--- src/rtl/muldiv_unit.sv ---
// muldiv_unit: multi-cycle multiply/divide unit with architectural HI/LO registers.
// Signed and unsigned multiply (shift-add) and divide (restoring), one bit per cycle,
// iterating on operand magnitudes with a sign fix applied when HI/LO are written.
// Optional feature macro MULDIV_FAST_MUL_EN: when defined, mult/multu complete through
// a single registered WIDTH x WIDTH multiply and never enter CALC.
module muldiv_unit #(
    parameter int unsigned WIDTH = 32
) (
    input  logic             clk,
    input  logic             rst,
    input  logic             start,
    input  logic [1:0]       op,
    input  logic [WIDTH-1:0] opr1,
    input  logic [WIDTH-1:0] opr2,
    input  logic             flush,
    input  logic             hi_we,
    input  logic             lo_we,
    input  logic [WIDTH-1:0] wdata,
    output logic             busy,
    output logic             done,
    output logic [WIDTH-1:0] hi,
    output logic [WIDTH-1:0] lo
);

    localparam int unsigned CW = $clog2(WIDTH) + 1;

    typedef enum logic [1:0] {
        S_IDLE = 2'b00,
        S_CALC = 2'b01,
        S_DONE = 2'b10
    } state_t;

    state_t state, state_d;

    logic [CW-1:0]      cnt;
    logic [WIDTH:0]     acc;     // partial product high part / partial remainder
    logic [WIDTH-1:0]   low;     // multiplier being consumed / quotient being built
    logic [WIDTH-1:0]   dvs;     // multiplicand or divisor magnitude
    logic               is_div;
    logic               neg_q;   // negate product or quotient on completion
    logic               neg_r;   // negate remainder on completion

    logic               signed_op;
    logic               opr1_neg;
    logic               opr2_neg;
    logic [WIDTH-1:0]   mag1;
    logic [WIDTH-1:0]   mag2;
    logic               div_zero;
    logic               fast_mul;
    logic               last_iter;

    logic [WIDTH:0]     mul_sum;
    logic [WIDTH:0]     div_shift;
    logic [WIDTH+1:0]   div_diff;
    logic [WIDTH:0]     step_acc;
    logic [WIDTH-1:0]   step_low;
    logic [2*WIDTH-1:0] prod;
    logic [2*WIDTH-1:0] prod_fix;
    logic [WIDTH-1:0]   res_hi;
    logic [WIDTH-1:0]   res_lo;

    // Operand decode: signedness, magnitudes and the divide-by-zero shortcut
    always_comb begin
        signed_op = ~op[0];
        opr1_neg  = signed_op & opr1[WIDTH-1];
        opr2_neg  = signed_op & opr2[WIDTH-1];
        mag1      = opr1_neg ? ({WIDTH{1'b0}} - opr1) : opr1;
        mag2      = opr2_neg ? ({WIDTH{1'b0}} - opr2) : opr2;
        div_zero  = op[1] & (opr2 == {WIDTH{1'b0}});
`ifdef MULDIV_FAST_MUL_EN
        fast_mul  = ~op[1];
`else
        fast_mul  = 1'b0;
`endif
        last_iter = (cnt == CW'(WIDTH - 1));
    end

    // One iteration of shift-add multiply or restoring divide, plus the signed result fix
    always_comb begin
        mul_sum   = acc + (low[0] ? {1'b0, dvs} : {(WIDTH+1){1'b0}});
        div_shift = {acc[WIDTH-1:0], low[WIDTH-1]};
        div_diff  = {1'b0, div_shift} - {2'b00, dvs};
        if (is_div) begin
            step_acc = div_diff[WIDTH+1] ? div_shift : div_diff[WIDTH:0];
            step_low = {low[WIDTH-2:0], ~div_diff[WIDTH+1]};
        end else begin
            step_acc = {1'b0, mul_sum[WIDTH:1]};
            step_low = {mul_sum[0], low[WIDTH-1:1]};
        end
        prod     = {step_acc[WIDTH-1:0], step_low};
        prod_fix = neg_q ? ({(2*WIDTH){1'b0}} - prod) : prod;
        if (is_div) begin
            res_lo = neg_q ? ({WIDTH{1'b0}} - step_low) : step_low;
            res_hi = neg_r ? ({WIDTH{1'b0}} - step_acc[WIDTH-1:0]) : step_acc[WIDTH-1:0];
        end else begin
            res_lo = prod_fix[WIDTH-1:0];
            res_hi = prod_fix[2*WIDTH-1:WIDTH];
        end
    end

    // State register
    always_ff @(posedge clk) begin
        if (rst) begin
            state <= S_IDLE;
        end else begin
            state <= state_d;
        end
    end

    // Next-state logic; flush returns to IDLE from anywhere
    always_comb begin
        state_d = state;
        if (flush) begin
            state_d = S_IDLE;
        end else begin
            case (state)
                S_IDLE: begin
                    if (start) begin
                        state_d = (div_zero || fast_mul) ? S_DONE : S_CALC;
                    end
                end
                S_CALC: begin
                    if (last_iter) begin
                        state_d = S_DONE;
                    end
                end
                S_DONE:  state_d = S_IDLE;
                default: state_d = S_IDLE;
            endcase
        end
    end

    // Registered status outputs follow the next state
    always_ff @(posedge clk) begin
        if (rst) begin
            busy <= 1'b0;
            done <= 1'b0;
        end else begin
            busy <= (state_d != S_IDLE);
            done <= (state_d == S_DONE);
        end
    end

`ifdef MULDIV_FAST_MUL_EN
    logic [2*WIDTH-1:0] fast_prod;
    logic [2*WIDTH-1:0] fast_fix;

    // Single-cycle magnitude multiply with sign fix
    always_comb begin
        fast_prod = {{WIDTH{1'b0}}, mag1} * {{WIDTH{1'b0}}, mag2};
        fast_fix  = (opr1_neg ^ opr2_neg) ? ({(2*WIDTH){1'b0}} - fast_prod) : fast_prod;
    end
`endif

    // Datapath, iteration counter and HI/LO; a flush freezes everything
    always_ff @(posedge clk) begin
        if (rst) begin
            cnt    <= '0;
            acc    <= '0;
            low    <= '0;
            dvs    <= '0;
            is_div <= 1'b0;
            neg_q  <= 1'b0;
            neg_r  <= 1'b0;
            hi     <= '0;
            lo     <= '0;
        end else if (!flush) begin
            case (state)
                S_IDLE: begin
                    if (hi_we) hi <= wdata;
                    if (lo_we) lo <= wdata;
                    if (start) begin
                        cnt    <= '0;
                        acc    <= '0;
                        is_div <= op[1];
                        neg_q  <= opr1_neg ^ opr2_neg;
                        neg_r  <= opr1_neg;
                        low    <= op[1] ? mag1 : mag2;
                        dvs    <= op[1] ? mag2 : mag1;
                        if (div_zero) begin
                            hi <= opr1;
                            lo <= {WIDTH{1'b1}};
                        end
`ifdef MULDIV_FAST_MUL_EN
                        else if (fast_mul) begin
                            hi <= fast_fix[2*WIDTH-1:WIDTH];
                            lo <= fast_fix[WIDTH-1:0];
                        end
`endif
                    end
                end
                S_CALC: begin
                    acc <= step_acc;
                    low <= step_low;
                    cnt <= cnt + CW'(1);
                    if (last_iter) begin
                        hi <= res_hi;
                        lo <= res_lo;
                    end
                end
                default: begin
                end
            endcase
        end
    end

endmodule

--- config.mk ---
export PLATFORM = sky130hd
export DESIGN_NAME = muldiv_unit
export DESIGN_NICKNAME = d
export VERILOG_FILES = /design/src/rtl/muldiv_unit.sv
export SDC_FILE = /design/constraint.sdc
export NUM_CORES = 1
export LEC_CHECK = 0
export BUFFER_PORTS_ARGS = -buffer_cell sky130_fd_sc_hd__buf_4
export CAP_MARGIN = 20
export CORE_UTILIZATION = 57
export DETAILED_ROUTE_END_ITERATION = 8
export GPL_TIMING_DRIVEN = 0
export PLACE_DENSITY = 0.78
export REMOVE_ABC_BUFFERS = 1
export SLEW_MARGIN = 20
export SYNTH_ARGS = -nofsm -noshare
export SYNTH_HDL_FRONTEND = slang
export SYNTH_SLANG_ARGS = --single-unit
--- constraint.sdc ---
create_clock -name clk -period 14.1 [get_ports clk]
set_input_delay 2.82 -clock clk [delete_from_list [all_inputs] [get_ports clk]]
set_output_delay 2.82 -clock clk [all_outputs]
set_load 0.02 [all_outputs]
==> impl_metrics.toml <==
[logic_synthesis]
seq_area_frac_synth_pct = 21.20
avgSynthCellArea_um2 = 7.261
ys_warn_count = 0
synthDistinctLibCells = 108
syn_area_um2 = 16430
ys.flop_type = "dfxtp_1"
yosysTopAreaCellShare_pct = 21.20
async_flop_share_pct = 0
synth_edf_count = 0
synth_cells = 2263
ys_ff_latch = 174
ys_top_cells_by_count = "nor2_1, nand2_1, a21oi_1"
yosysTopAreaCell = "dfxtp_1"
synthTopCellsByArea = "dfxtp_1, nor2_1, a21oi_1"
synth.most_common_cell = "nor2_1"

[critical_path]
worstReg2RegStart = "dvs[15]"
cp.required_ns = 14.47
end_kind = "flop"
path_cells = "inv_1 -> ha_1 -> nand4_1 -> nor2_1 -> a221o_1 -> o21ai_4 -> a31oi_1 -> inv_1 -> ha_1 -> o21ai_0 -> or2_2 -> nor4_2 -> a41oi_1 -> and2_1 -> nor4_4 -> nand4_2 -> o41ai_2 -> xnor2_1 -> a21oi_1 -> a211oi_1"
crit_family = "compound AO/OA/AOI/OAI gates"
startpoint_type = "flop"
critical_path_arrival_ns = 7.51
crit_path_top_delay_cell = "o21ai_4"
crit_buf_inv = 2
max_stage_delay_ns = 0.77
critPathKind = "flop to flop"
path_max_fanout = 23
startpoint = "dvs[15]"

[detailed_routing]
post_drt_wl_per_cell_um = 22.44
dr_total_vias = 18200
vias_per_cell = 6.736
dr_wl_met3_mm = 5.585
drt-met1-wl_mm = 24.92
dr.first_iter.drc_count = 1921
finalWirelength_mm = 60.64
met2_wirelength_mm = 26.90
ant_nets = 0
drc = 0
first_pass_iters = 6
maxUsedRoutingLayer = "met4"

[cts]
cts_tree = "done"
cts_resized = 0
cts_setup_buffers = 0
cts_sinks = 174
clock_latency_ns = 0.47
htree_levels = 4
cts_root_buf = "clkbuf_16"
clock_tree.buffer_depth = 2
hold_buffers = 0
clkTransAtPathRegs_ns = 0.07
cts_buffers = 17

[flow_run]
max-cap-violations = 0

[worst_hold_path]
hold_path.class = "flop to flop"
worstHoldStart = "hi[0]"

[sta]
final_max_slew_viol_count = 0
min_period_ns = 7.137
timing.setup.tns_ns = 0
fin_worst_skew_ns = 0.01558
setup-violations-final = 0
hold_viol_final = 0
rsz0062_at_grt = "no"
finalCritPeriodShare_pct = 50.62
worst_slew_pin_slew_ns = 1.178
slew_headroom_pct = 20.45
fmax_ghz = 0.1401

[power]
ir_worst_vdd_mv = 0.09516
p_leak_nw = 7.433
power.density_nw_per_um2 = 86.48

[die]
dieArea_um2 = 29510
core_um2 = 28090
die_h_um = 171.8
rows = 61
dieWidth_um = 171.8
start_util_pct = 58.50
io_pins = 170

[layout]
diodes = 0
layout.cells.non_filler = 2702
fin_nets = 2486
drive_gt1_share_pct = 13.47
design_area_um2 = 18580
area_growth_pct = 13.07

[place]
dp_hpwl_mm = 45.00
place_congestion = 0.9846
post_dp_cell_area_um2 = 17920
dp_cells = 2670
portBuffers = 169

[global_route]
grt_pass1_vias = 16200
overflow = 0
antenna_found_initial = 0
grt_max_degree = 103
grt_pass1_wl_mm = 90.82
track_usage_pct = 40.31

[run_status]
status = "finished, final reports clean"
==> worst register-to-register path: stages (launching register included) <==
cell and delay [ns]:
dfxtp_1 0.41, inv_1 0.07, ha_1 0.42, nand4_1 0.26
nor2_1 0.15, a221o_1 0.43, o21ai_4 0.77, a31oi_1 0.39
inv_1 0.14, ha_1 0.17, o21ai_0 0.16, or2_2 0.37
nor4_2 0.45, a41oi_1 0.61, and2_1 0.61, nor4_4 0.37
nand4_2 0.30, o41ai_2 0.45, xnor2_1 0.17, a21oi_1 0.09
a211oi_1 0.24
==> final cells by class <==
cell class	instances	area, µm²
fill	2589	9508
multi-input combinational	1872	12130
timing repair buffer	182	1604
tap	378	473.0
clock inverter	12	183.9
clock buffer	20	456.7
sequential	174	3490
inverter	64	240.2
==> sequential cells by signal (all words and copies together) (netlist names) <==
register,cells
hi,32
lo,32
neg_q,1
low,32
dvs,32
neg_r,1
cnt,6
acc,33
busy,1
state,2
done,1
is_div,1
==> metal layers <==
layer	up-vias	GRT usage [%]
met5	-	0
met4	0	21.24
met3	188	7.478
met2	1016	63.25
met1	8548	52.35
li1	8448	-
==> path summary, 6_finish.rpt <==
path             to  slack (ns)  cells past startpoint
min reg2reg   hi[0]        0.47                      2
max reg2reg  hi[28]        6.96                     20
min           hi[0]        0.47                      2
max          hi[28]        6.96                     20
==> cells in the final DEF (no fill, tap or decap), drive strengths merged, types with 19 or more instances in the layout <==
cell type  synthesis  final
xor2              76     76
a31oi             31     31
ha                69     69
o31ai             19     19
or3               23     23
a21oi            199    199
o22ai             39     39
inv               64     66
clkbuf           108     20
nand2            210    210
buf               45    182
o211ai            38     38
and2              44     44
nand4             21     21
o21ai            153    153
nor2             294    294
mux2              28     28
a222oi            25     25
a211oi            96     96
mux2i             54     54
a22oi             30     30
dfxtp            174    174
nand3             34     34
a21o              22     22
xnor2             82     82
nor4              19     19
nor3              71     71
==> cells by family after synthesis <==
group,after synthesis,share of synthesized area [%]
and+or+nand+nor,797,23.03
xor gates and xnor gates,158,8.422
buffers and inverters,217,5.551
DFF,174,21.20
muxes,82,5.254
AOI/OAI and AO/OA,764,31.04
adders and majority gates,71,5.498
==> where the power goes <==
group          switching (mW)  internal [mW]
registers              0.0312          0.519
clock network           0.226          0.308
logic                   0.328          0.195
==> stage by stage <==
step | setup slack (ns) | util, % | power [mW] | hold slack (ns)
CTS | 7.187 | 66.10 | 1.592 | 0.4704
global placement | 3.504 | 62.31 | 1.048 | 0.4525
finish | 6.963 | 66.15 | 1.607 | 0.4735
detailed placement | 7.213 | 63.82 | 1.067 | 0.4605
floorplan | 6.962 | - | 0.8693 | 0.4342
global route | 6.785 | 66.15 | 1.667 | 0.4895
Power figures use the tool's default switching activity.
